--- src/rtl/ccff_bitstream_loader.sv ---
// rtl/ccff_bitstream_loader.sv - byte stream to configuration-chain serialiser (MSB first)
// Optional readback CRC-16-CCITT over ccff_tail: define CCFF_READBACK_CRC_EN.
module ccff_bitstream_loader #(
  parameter int CHAIN_LEN = 1024,
  parameter int CNT_W     = 16
) (
  input  logic             prog_clk,
  input  logic             prog_reset,
  input  logic             start,
  input  logic             abort,
  input  logic [7:0]       s_data,
  input  logic             s_valid,
  output logic             s_ready,
  output logic             ccff_head,
  output logic             chain_shift_en,
  input  logic             ccff_tail,
`ifdef CCFF_READBACK_CRC_EN
  output logic [15:0]      crc_out,
  output logic             crc_valid,
`endif
  output logic             busy,
  output logic             done,
  output logic [CNT_W-1:0] bit_count
);

  typedef enum logic [1:0] {S_IDLE, S_LOAD, S_SHIFT, S_DONE} state_t;

  localparam logic [CNT_W-1:0] LP_LEN = CNT_W'(CHAIN_LEN);

  state_t           r_state, w_state_nxt;
  logic [7:0]       r_sreg, w_sreg_nxt;
  logic [3:0]       r_nib, w_nib_nxt;
  logic [CNT_W-1:0] r_bit_count, w_bit_count_nxt;
  logic             r_ccff_head, r_shift_en;
  logic [CNT_W-1:0] w_cnt_inc, w_left;
  logic [3:0]       w_nib_load;
  logic             w_start_ok;

  assign w_cnt_inc  = r_bit_count + CNT_W'(1);
  // Bits still owed to the chain once the current shift (if any) lands.
  assign w_left     = LP_LEN - ((r_state == S_SHIFT) ? w_cnt_inc : r_bit_count);
  assign w_nib_load = (w_left >= CNT_W'(8)) ? 4'd8 : w_left[3:0];
  assign w_start_ok = start && !abort && (r_state == S_IDLE || r_state == S_DONE);

  always_ff @(posedge prog_clk or posedge prog_reset) begin
    if (prog_reset) begin
      r_state     <= S_IDLE;
      r_sreg      <= 8'd0;
      r_nib       <= 4'd0;
      r_bit_count <= '0;
      r_ccff_head <= 1'b0;
      r_shift_en  <= 1'b0;
    end else begin
      r_state     <= w_state_nxt;
      r_sreg      <= w_sreg_nxt;
      r_nib       <= w_nib_nxt;
      r_bit_count <= w_bit_count_nxt;
      r_shift_en  <= (w_state_nxt == S_SHIFT);
      if (w_state_nxt == S_SHIFT) r_ccff_head <= w_sreg_nxt[7];
    end
  end

  always_comb begin
    w_state_nxt     = r_state;
    w_sreg_nxt      = r_sreg;
    w_nib_nxt       = r_nib;
    w_bit_count_nxt = r_bit_count;
    s_ready         = 1'b0;
    case (r_state)
      S_IDLE, S_DONE: begin
        if (start) begin
          w_bit_count_nxt = '0;
          w_state_nxt     = S_LOAD;
        end
      end
      S_LOAD: begin
        s_ready = 1'b1;
        if (s_valid) begin
          w_sreg_nxt  = s_data;
          w_nib_nxt   = w_nib_load;
          w_state_nxt = S_SHIFT;
        end
      end
      S_SHIFT: begin
        w_sreg_nxt      = {r_sreg[6:0], 1'b0};
        w_nib_nxt       = r_nib - 4'd1;
        w_bit_count_nxt = w_cnt_inc;
        if (r_nib == 4'd1) begin
          if (w_cnt_inc == LP_LEN) begin
            w_state_nxt = S_DONE;
          end else begin
            // Accepting on the last bit keeps the chain clock running with no bubble.
            s_ready = 1'b1;
            if (s_valid) begin
              w_sreg_nxt = s_data;
              w_nib_nxt  = w_nib_load;
            end else begin
              w_state_nxt = S_LOAD;
            end
          end
        end
      end
      default: w_state_nxt = S_IDLE;
    endcase
    if (abort) begin
      w_state_nxt     = S_IDLE;
      w_sreg_nxt      = r_sreg;
      w_nib_nxt       = r_nib;
      w_bit_count_nxt = r_bit_count;
      s_ready         = 1'b0;
    end
  end

  assign ccff_head      = r_ccff_head;
  assign chain_shift_en = r_shift_en;
  assign busy           = (r_state == S_LOAD) || (r_state == S_SHIFT);
  assign done           = (r_state == S_DONE);
  assign bit_count      = r_bit_count;

`ifdef CCFF_READBACK_CRC_EN
  logic [15:0] r_crc;
  logic        w_fb;

  assign w_fb = r_crc[15] ^ ccff_tail;

  always_ff @(posedge prog_clk or posedge prog_reset) begin
    if (prog_reset) begin
      r_crc <= 16'hFFFF;
    end else if (w_start_ok) begin
      r_crc <= 16'hFFFF;
    end else if (r_shift_en) begin
      r_crc <= {r_crc[14:0], 1'b0} ^ (w_fb ? 16'h1021 : 16'h0000);
    end
  end

  assign crc_out   = r_crc;
  assign crc_valid = (r_state == S_DONE);
`else
  logic w_unused_tail;
  logic w_unused_start_ok;
  assign w_unused_tail     = ccff_tail;
  assign w_unused_start_ok = w_start_ok;
`endif

endmodule

--- config.mk ---
export PLATFORM = sky130hd
export DESIGN_NAME = ccff_bitstream_loader
export DESIGN_NICKNAME = d
export VERILOG_FILES = /design/src/rtl/ccff_bitstream_loader.sv
export SDC_FILE = /design/constraint.sdc
export NUM_CORES = 1
export LEC_CHECK = 0
export BUFFER_PORTS_ARGS = -buffer_cell sky130_fd_sc_hd__buf_2
export CAP_MARGIN = 20
export CORE_UTILIZATION = 54
export DETAILED_ROUTE_END_ITERATION = 10
export PLACE_DENSITY = 0.79
export SETUP_SLACK_MARGIN = 0.05
export SKIP_CTS_REPAIR_TIMING = 1
export SLEW_MARGIN = 15
export SYNTH_ARGS = -nofsm -noshare
export SYNTH_HDL_FRONTEND = slang
export SYNTH_SLANG_ARGS = --single-unit
--- constraint.sdc ---
create_clock -name prog_clk -period 3.8 [get_ports prog_clk]
set_input_delay 0.57 -clock prog_clk [delete_from_list [all_inputs] [get_ports prog_clk]]
set_output_delay 0.57 -clock prog_clk [all_outputs]
set_load 0.01 [all_outputs]
==> results of run 1 <==
## cell type report
type	count	share of cell area, %
inverters	12	1.31
repair buffers	49	8.31
flip-flops and latches	32	23.4
multi-input cells	301	61.6
well taps	72	2.62
clock buffers	7	2.52
clock inverters	1	0.219
## Yosys cell counts (4+ instances only)
master	number	area share [%]
nand2_1	39	4.7
xor2_1	13	3.7
a32oi_1	4	1.1
nor2_1	19	2.3
o31ai_1	7	1.7
o21ai_0	25	4.0
or3_1	4	0.81
or2_2	5	1.0
and4_1	4	1.1
ha_1	9	3.6
clkbuf_1	13	1.6
mux2_2	8	2.9
nor3_1	11	1.8
xnor2_1	14	4.0
buf_1	6	0.73
and3_1	6	1.2
nand4_1	11	2.2
buf_2	14	2.3
nor4_1	8	1.6
a21oi_1	14	2.3
nand3_1	13	2.1
dfrtp_1	32	26
inv_1	12	1.5
a31oi_1	11	2.2
o41ai_1	5	1.4
## critical path, delay by kind of cell, from the launching register on
family / cells / cell delay [ns]
adder cells (fa/ha/maj): 1 / 0.34
buffers and inverters: 1 / 0.14
AND/OR/NAND/NOR: 5 / 1.23
XOR/XNOR: 1 / 0.27
flip-flops: 1 / 0.47
AO/OA/AOI/OAI: 1 / 0.26
## logic make-up after synthesis
group           share of synthesized area, %
mux                                     3.88
simple gates                            26.9
flops                                   25.9
compound gates                          25.4
fa+ha+maj                               3.64
xor+xnor                                7.65
buf+inv                                 6.63
## stage by stage
stage | hold WS (ns) | power [W] | utilization (%)
3_3_place_gp | 0.450 | 0.000516 | 59.9
6_report | 0.363 | 0.000804 | 62.3
5_1_grt | 0.413 | 0.000843 | 62.3
4_1_cts | 0.383 | 0.000803 | 61.6
3_5_place_dp | 0.466 | 0.000523 | 59.9
2_1_floorplan | 0.439 | 0.000483 | -
## metal layers
layer / track usage (%) / routed length, um / up-vias
met3: 3.88 / 455 / 18
li1: - / - / 1468
met5: 0 / 0 / -
met1: 34.7 / 3600 / 1490
met4: 8.11 / 160 / 0
met2: 48.2 / 3980 / 134
## worst max-delay path by stage
stage | from | end | slack [ns] | cells past startpoint
final | bit_count[0] | s_ready | 0.25 | 9
after global routing | bit_count[0] | s_ready | 0.04 | 9
after CTS | bit_count[0] | s_ready | 0.06 | 9
after detailed placement | r_state[0] | r_nib[0] | 0.21 | 12
after global placement | r_state[0] | r_nib[0] | 0.33 | 12
after floorplan | r_state[0] | r_nib[0] | 0.1 | 16
## report_power, final
part	switching (W)	internal, W	leakage [nW]	total (W)
clock network	0.000137	0.000147	0.0445	0.000284
logic	0.0000783	0.0000566	1.00	0.000135
registers	0.0000170	0.000368	0.432	0.000385
## flip-flops by register name, indices dropped and copies added (netlist names)
signal and flops:
r_sreg 8, r_nib 4, bit_count 16, chain_shift_en 1, r_state 2, ccff_head 1
## placed cells by master (no fill, tap or decap), types with 3 or more instances in the layout
master and count:
a211oi_1 3, a21o_1 3, a21oi_1 14, a22o_1 3, a31oi_1 11, a32oi_1 4, and2_1 3, and3_1 6
and4_1 4, buf_2 33, buf_4 16, clkbuf_8 6, dfrtp_1 31, ha_1 6, inv_1 12, mux2_2 8
mux2i_1 3, nand2_1 39, nand3_1 13, nand4_1 11, nor2_1 19, nor3_1 10, nor4_1 7, nor4_2 3
o211ai_1 3, o21ai_0 25, o22ai_1 3, o2bb2ai_1 3, o31ai_1 7, o41ai_1 5, or2_2 5, or3_1 4
xnor2_1 14, xor2_1 13
==> summary.txt, run 1 <==
Floorplanning
  • I/O pin count: 35
  • Core Region: 5510 um2
  • Die H: 77.7 um
  • Row Count: 27
  • Die footprint: 6030 um2
  • Initial core utilization: 56.2%
  • Die width: 77.7 um

Final layout
  • Fillcell total: 476
  • Final instance area: 3430 um2
  • Fin cells: 474
  • N_diodes: 0
  • FF+latch area: 802 um2
  • Footprint of the multi-input gates: 2120 um2
  • Share of layout cells above drive strength 1: 22.1%
  • Nets: 424
  • Area growth from synthesis to layout: 11.0%

Synth
  • Fraction of registers with async set/reset: 100%
  • Number of synthesized flops with an enable pin: 0
  • Mean Syn Cell Area: 8.14 um2
  • Synthesized Nets: 403
  • Cell variety after synth: 72
  • Gate Count Post-Synth: 380
  • Most common flop cell mapped by yosys: dfrtp_1
  • Synthesized cell area: 3090 um2
  • YS warnings: 0
  • Sequential area share after synthesis: 25.9%
  • Seq cells post-synth: 32

Routing
  • Final ANT Viol Nets: 0
  • DRT iter0 DRCs: 359
  • Total routed wirelength: 8190 um
  • Number of iterations in the first detailed-routing pass: 5
  • Via Count: 3110
  • Via-to-Cell Ratio: 6.56
  • Number of remaining DRC errors: 0
  • Wire length per cell: 17.3 um

Pwr
  • VDD IR max: 0.211 mV
  • Static leakage: 1.48 nW
  • P per Cell Area: 234 nW/um2

Worst setup path
  • Worst r2r path cells: 12
  • Worst EP arrival: 2.98 ns
  • Critical Path Start Type: flop
  • R2R Setup Slk: 0.26 ns
  • R2r endpoint: r_nib[0]
  • CP endpoint kind: output port
  • Worst r2r src: bit_count[0]
  • CP max stage cell: or4_1
  • Req. time, crit path: 3.23 ns
  • CP Max Fanout: 11
  • Crit-path cells: ha_2 -> nand3_1 -> or4_1 -> xor2_1 -> and4b_1 -> nand2_1 -> a31oi_1 -> nor3_1 -> buf_2
  • Type of the worst setup path: flop to output port
  • CP peak stage delay: 0.60 ns

Global route
  • Largest net degree at the start of global routing: 33
  • Gr ovfl total: 0
  • Vias in the first global route: 2815
  • Overall routing resource usage: 27.5%
  • Initial antenna violation count: 0
  • First-pass GRT wire length: 13200 um

Job
  • Max_cap viols: 0

Clocking
  • CTS Root Cell: clkbuf_8
  • CTS tree: yes
  • # clock sinks: 32
  • H-Tree Level Count: 2
  • Worst skew pair latency: 0.29 ns
  • Longest Clk Path Bufs: 2
  • CTS Buf Count: 5
  • Clock-pin slew on the worst setup and hold paths: 0.07 ns

STA
  • Max Transition Viols Final: 0
  • Worst Clk Skew: 0.00469 ns
  • Min Tclk post-route: 3.55 ns
  • Rel. slew slack: 44.4%
  • Final Hold Viols: 0
  • Tcrit/Tclk final: 93.5%
  • RSZ-0062 raised after global routing: true
  • Fmax: 0.281 GHz
  • Setup TNS: 0 ns
  • Final WS setup: 0.247 ns
  • Worst slew pin tran: 0.832 ns
  • Final setup fails: 0

Placed design
  • GPL Wtd Cong: 0.948
  • Port bufs: 33
  • Placed cell areas: 3300 um2
  • DP Worst Slack: 0.214 ns
  • DP HPWL: 6010 um
  • Placed insts: 465

Run status
  • Status: finished clean

Worst hold path
  • Hold Crit Class: input port to asynchronous set/reset pin
Note: power is estimated with default switching activity, not from simulation.
==> run 2, diff against run 1 <==
--- a/config.mk
+++ b/config.mk
@@ -10,6 +10,7 @@
 export CORE_UTILIZATION = 54
 export DETAILED_ROUTE_END_ITERATION = 10
 export PLACE_DENSITY = 0.79
+export REMOVE_ABC_BUFFERS = 1
 export SETUP_SLACK_MARGIN = 0.05
 export SKIP_CTS_REPAIR_TIMING = 1
 export SLEW_MARGIN = 15
==> summary.txt, run 2 (synthesis results as in run 1) <==
Final layout
  • FF+latch area: 807 um2 (+0.62%)
  • Finished Core Util: 61.8% (-0.50 points)
  • N_diodes: 0 (unchanged)
  • Fillcell total: 480 (+0.84%)
  • Footprint of the multi-input gates: 2090 um2 (-1.4%)
  • Share of layout cells above drive strength 1: 21.6% (-0.50 points)
  • Commonest cells after routing, fill and taps aside: nand2_1, buf_2, dfrtp_1
  • Largest register FFs: 16 (unchanged)
  • Commonest non-fill, non-tap cell in the layout: nand2_1
  • Nets: 424 (unchanged)
  • Area growth from synthesis to layout: 10.1%

Routing
  • Via Count: 3095 (-0.48%)
  • DRT iter0 DRCs: 159 (-56%)
  • Total routed wirelength: 7950 um (-2.9%)
  • Via-to-Cell Ratio: 6.53 (-0.48%)
  • Final ANT Viol Nets: 0 (unchanged)
  • Wire length per cell: 16.8 um (-2.9%)
  • Number of remaining DRC errors: 0 (unchanged)
  • Number of iterations in the first detailed-routing pass: 5 (unchanged)

Clocking
  • Worst skew pair latency: 0.29 ns (about the same)
  • H-Tree Level Count: 2 (unchanged)
  • Longest Clk Path Bufs: 2 (unchanged)
  • CTS Root Cell: clkbuf_8
  • CTS Buf Count: 5 (unchanged)
  • Clock-pin slew on the worst setup and hold paths: 0.07 ns (about the same)
  • CTS tree: yes
  • # clock sinks: 32 (unchanged)

STA
  • Final setup fails: 0 (unchanged)
  • Worst Clk Skew: 0.00276 ns (-0.00193 ns)
  • Max Transition Viols Final: 0 (unchanged)
  • Min Tclk post-route: 3.60 ns (+0.0462 ns)
  • Rel. slew slack: 51.3% (+6.9 points)
  • Final Hold Viols: 0 (unchanged)
  • Fmax: 0.278 GHz (-1.3%)
  • Worst slew pin tran: 0.728 ns (-0.104 ns)
  • Final WS setup: 0.200 ns (-0.0462 ns)
  • Tcrit/Tclk final: 94.7% (+1.2 points)
  • RSZ-0062 raised after global routing: false

Global route
  • Vias in the first global route: 2837 (+0.78%)
  • First-pass GRT wire length: 13800 um (+4.3%)
  • Gr ovfl total: 0 (unchanged)
  • Overall routing resource usage: 28.7% (+1.2 points)
  • Initial antenna violation count: 0 (unchanged)
  • Largest net degree at the start of global routing: 33 (unchanged)

Placed design
  • DP Worst Slack: 0.368 ns (+0.154 ns)
  • DP HPWL: 5800 um (-3.5%)
  • GPL Wtd Cong: 0.896 (-5.5%)
  • Port bufs: 33 (unchanged)

Floorplanning
  • Row Count: 27 (unchanged)
  • Initial core utilization: 56.2% (unchanged)
  • Core Region: 5510 um2 (unchanged)
  • Die width: 77.7 um (unchanged)
  • Die footprint: 6030 um2 (unchanged)
  • I/O pin count: 35 (unchanged)
  • Die H: 77.7 um (unchanged)

Worst setup path
  • CP peak stage delay: 0.63 ns (+0.03 ns)
  • Cell depth of the worst setup path: 8 (-1)
  • Buf/Inv on CP: 1 (unchanged)
  • Crit-path cells: nand4_2 -> or4_1 -> xor2_1 -> and4b_1 -> nand2_1 -> a31oi_1 -> nor3_1 -> buf_2
  • Critical Path Start Type: flop
  • CP top delay family: simple AND/OR/NAND/NOR gates
  • CP Max Fanout: 9 (-2)
  • Worst EP arrival: 3.03 ns (+0.05 ns)
  • Type of the worst setup path: flop to output port
  • Req. time, crit path: 3.23 ns (about the same)
  • CP endpoint kind: output port
  • Worst r2r path cells: 11 (-1)
  • CP max stage cell: or4_1

Pwr
  • VDD IR max: 0.137 mV (-35%)
  • Reg power frac: 48.2% (+0.3 points)
  • Pint: 0.000571 W (about the same)
  • P per Cell Area: 235 nW/um2 (+0.19%)
  • Static leakage: 1.48 nW (-0.15%)
  • Switching Fraction: 28.5% (-0.37 points)
  • Comb pwr share: 16.8% (about the same)
  • P_sw: 0.000228 W (-1.9%)
  • Clk pwr share: 35.0% (-0.4 points)

Job
  • Max_cap viols: 0 (unchanged)

Run status
  • Status: finished clean

Worst hold path
  • Hold Crit Class: input port to asynchronous set/reset pin
-- run 2: cell types whose count changed in the layout (fill, tap and decap cells not counted), sizes merged --
cell | previous run | this run
clkbuf | 7 | 8
clkinvlp | 1 | 0
-- run 2: worst register-to-register path, cell delays in order, from the launching register on --
cell and delay, ns:
dfrtp_1 0.42, inv_1 0.07, ha_1 0.25, buf_4 0.23
nand3_1 0.28, nor4_1 0.44, o32ai_2 0.18, nor4_2 0.46
a21boi_1 0.23, o2bb2ai_1 0.11, or4_4 0.56, o31ai_4 0.17
-- run 2: power groups by stage --
stage               Sequential (W)  Combinational, W  Clock (W)
floorplan                 0.000387         0.0000926          0
global placement          0.000389          0.000126          0
detailed placement        0.000391          0.000131          0
CTS                       0.000384          0.000132   0.000284
global route              0.000388          0.000151   0.000299
finish                    0.000385          0.000134   0.000280
-- run 2: worst paths after layout --
kind	from	endpoint	slack, ns
hold reg to reg	r_sreg[0]	r_sreg[0]	0.48
min in group prog_clk	r_sreg[0]	r_sreg[0]	0.48
setup reg to reg	r_state[0]	r_nib[0]	0.33
max in group asynchronous	prog_reset	bit_count[2]	3.11
hold / removal	prog_reset	bit_count[5]	0.36
setup / recovery	bit_count[9]	s_ready	0.20
-- run 2: final cells by class --
type,instances,area share [%]
Inverter,12,1.32
Tap cell,72,2.65
Clock buffer,8,2.65
Sequential cell,32,23.7
Multi-Input combinational cell,301,61.3
Timing Repair Buffer,49,8.38
-- run 2: per-layer routing --
layer	part of all wire, %	GRT usage (%)	vias to the layer above
met5	0	0	-
met1	44	37.6	1482
met2	48	47.3	118
li1	-	-	1475
met4	2.6	11.3	0
met3	4.8	4.24	20
-- run 2: metrics by stage --
step | hold WS (ns) | instance area (um2) | std cells | power [W] | setup TNS [ns]
2_1_floorplan | 0.439 | 2930 | 345 | 0.000480 | -0.0273
3_3_place_gp | 0.461 | 3300 | 465 | 0.000515 | 0
3_5_place_dp | 0.466 | 3300 | 465 | 0.000522 | 0
4_1_cts | 0.372 | 3390 | 473 | 0.000801 | 0
5_1_grt | 0.404 | 3400 | 474 | 0.000838 | 0
6_report | 0.360 | 3400 | 474 | 0.000799 | 0
==> run 3, diff against run 2 <==
--- a/config.mk
+++ b/config.mk
@@ -7,6 +7,7 @@
 export LEC_CHECK = 0
 export BUFFER_PORTS_ARGS = -buffer_cell sky130_fd_sc_hd__buf_2
 export CAP_MARGIN = 20
+export CORE_ASPECT_RATIO = 1.4
 export CORE_UTILIZATION = 54
 export DETAILED_ROUTE_END_ITERATION = 10
 export PLACE_DENSITY = 0.79
==> summary.txt, run 3 (synthesis results as in run 1) <==
Final layout
  • Fin cells: 469 (-1.1%)
  • Commonest non-fill, non-tap cell in the layout: nand2_1
  • Nets: 423 (-0.24%)
  • N_diodes: 0 (unchanged)
  • Finished Core Util: 62.4% (+0.58 points)
  • Share of layout cells above drive strength 1: 21.9% (+0.30 points)
  • Area growth from synthesis to layout: 11.5%
  • Commonest cells after routing, fill and taps aside: nand2_1, buf_2, dfrtp_1
  • Final instance area: 3450 um2 (+1.3%)
  • Fillcell total: 488 (+1.7%)
  • Largest register FFs: 16 (unchanged)

Job
  • Max_cap viols: 0 (unchanged)

Routing
  • Top layer in use: met4
  • DRT iter0 DRCs: 256 (+61%)
  • DRT met1 WL: 3380 um (-4.0%)
  • Final ANT Viol Nets: 0 (unchanged)
  • Number of iterations in the first detailed-routing pass: 6 (+1)
  • Met3 WL: 284 um (-26%)
  • Number of remaining DRC errors: 0 (unchanged)
  • Via Count: 3025 (-2.3%)
  • Wire length per cell: 17.4 um (+3.7%)
  • WL met2: 4220 um (+9.8%)
  • Total routed wirelength: 8160 um (+2.6%)
  • Via-to-Cell Ratio: 6.45 (-1.2%)

STA
  • RSZ-0062 raised after global routing: false
  • Max Transition Viols Final: 0 (unchanged)
  • Tcrit/Tclk final: 93.6% (-1.1 points)
  • Min Tclk post-route: 3.56 ns (-0.0414 ns)
  • Final setup fails: 0 (unchanged)
  • Fmax: 0.281 GHz (+1.2%)
  • Worst Clk Skew: 0.00428 ns (+0.00152 ns)
  • Rel. slew slack: 43.2% (-8.1 points)
  • Final Hold Viols: 0 (unchanged)
  • Final WS setup: 0.242 ns (+0.0414 ns)
  • Worst slew pin tran: 0.850 ns (+0.121 ns)

Worst setup path
  • Type of the worst setup path: flop to flop
  • Critical Path Start Type: flop
  • R2r endpoint: r_nib[0]
  • CP endpoint kind: flop
  • R2R Setup Slk: 0.24 ns (-0.09 ns)
  • Worst r2r src: r_state[0]
  • Worst EP arrival: 3.76 ns (+0.73 ns)
  • CP Max Fanout: 4 (-5)
  • Worst r2r path cells: 12 (+1)
  • Req. time, crit path: 4.00 ns (+0.77 ns)

Global route
  • Gr ovfl total: 0 (unchanged)
  • Largest net degree at the start of global routing: 33 (unchanged)
  • Initial antenna violation count: 0 (unchanged)
  • Vias in the first global route: 2916 (+2.8%)
  • First-pass GRT wire length: 13900 um (+0.55%)
  • Overall routing resource usage: 29.2% (+0.48 points)

Clocking
  • # clock sinks: 32 (unchanged)
  • H-Tree Level Count: 2 (unchanged)
  • CTS tree: yes
  • CTS Root Cell: clkbuf_8
  • Clock-pin slew on the worst setup and hold paths: 0.07 ns (about the same)
  • Worst skew pair latency: 0.29 ns (about the same)
  • CTS Buf Count: 5 (unchanged)
  • Longest Clk Path Bufs: 2 (unchanged)

Run status
  • Status: finished clean

Placed design
  • GPL Wtd Cong: 0.899 (+0.32%)
  • DP HPWL: 5930 um (+2.1%)
  • Placed insts: 461 (-0.86%)
  • Port bufs: 33 (unchanged)
  • Placed cell areas: 3300 um2 (-0.15%)
  • DP Worst Slack: 0.268 ns (-0.101 ns)

Floorplanning
  • Initial core utilization: 56.0% (-0.19 points)
  • Die H: 91.5 um (+18%)
  • Die width: 66.0 um (-15%)
  • I/O pin count: 35 (unchanged)
  • Row Count: 32 (+19%)
  • Die footprint: 6040 um2 (about the same)
  • Core Region: 5530 um2 (+0.34%)

Pwr
  • Static leakage: 1.50 nW (+1.4%)
  • P per Cell Area: 256 nW/um2 (+9.1%)
  • VDD IR max: 0.173 mV (+26%)

Worst hold path
  • Hold Crit Class: input port to asynchronous set/reset pin
==> run 3: routing by layer <==
metal | up-vias | track usage (%)
met5 | - | 0
met1 | 1430 | 34.5
met2 | 105 | 50.3
li1 | 1464 | -
met3 | 26 | 3.77
met4 | 0 | 14.4
==> run 3: cell type report <==
cell class                      instances  area, um2  share of cell area, %
Multi-Input combinational cell        301       2110                   61.2
Clock inverter                          1       30.0                  0.871
Clock buffer                            7       96.3                   2.79
Sequential cell                        32        803                   23.3
Inverter                               12       45.0                   1.31
Timing Repair Buffer                   48        278                   8.06
Tap cell                               68       85.1                   2.47
==> run 3: worst max path at each step <==
stage | slack (ns) | cells after the start | startpoint | to
floorplan | -0.03 | 12 | r_state[0] | r_nib[0]
global placement | 0.32 | 12 | r_state[0] | r_nib[0]
detailed placement | 0.27 | 12 | r_state[0] | r_nib[0]
CTS | -0.02 | 9 | bit_count[0] | s_ready
global route | 0.08 | 12 | r_state[0] | r_nib[0]
finish | 0.24 | 12 | r_state[0] | r_nib[0]
==> run 3: where the power goes <==
group,total [W],internal (W),leakage (nW),switching [W]
registers,0.000385,0.000368,0.430,0.0000168
clock network,0.000365,0.000231,0.0645,0.000134
logic,0.000133,0.0000539,1.00,0.0000790
total,0.000883,0.000653,1.50,0.000230
==> run 3: per-stage QoR <==
step | hold WS [ns] | power [W] | setup TNS, ns
after CTS | 0.373 | 0.000886 | -0.0188
after global routing | 0.418 | 0.000926 | 0
after detailed placement | 0.470 | 0.000523 | 0
final | 0.359 | 0.000883 | 0
after floorplan | 0.439 | 0.000480 | -0.0273
after global placement | 0.453 | 0.000515 | 0
==> run 3: critical path, stage by stage, from the launching register on <==
cell       delay [ns]
dfrtp_1          0.39
inv_1            0.06
ha_1             0.25
ha_1             0.42
ha_1             0.27
and4_1           0.20
a32oi_1          0.11
nor4_2           0.40
a21oi_1          0.11
or3_1            0.38
o2bb2ai_1        0.15
or4_4            0.56
o31ai_4          0.16
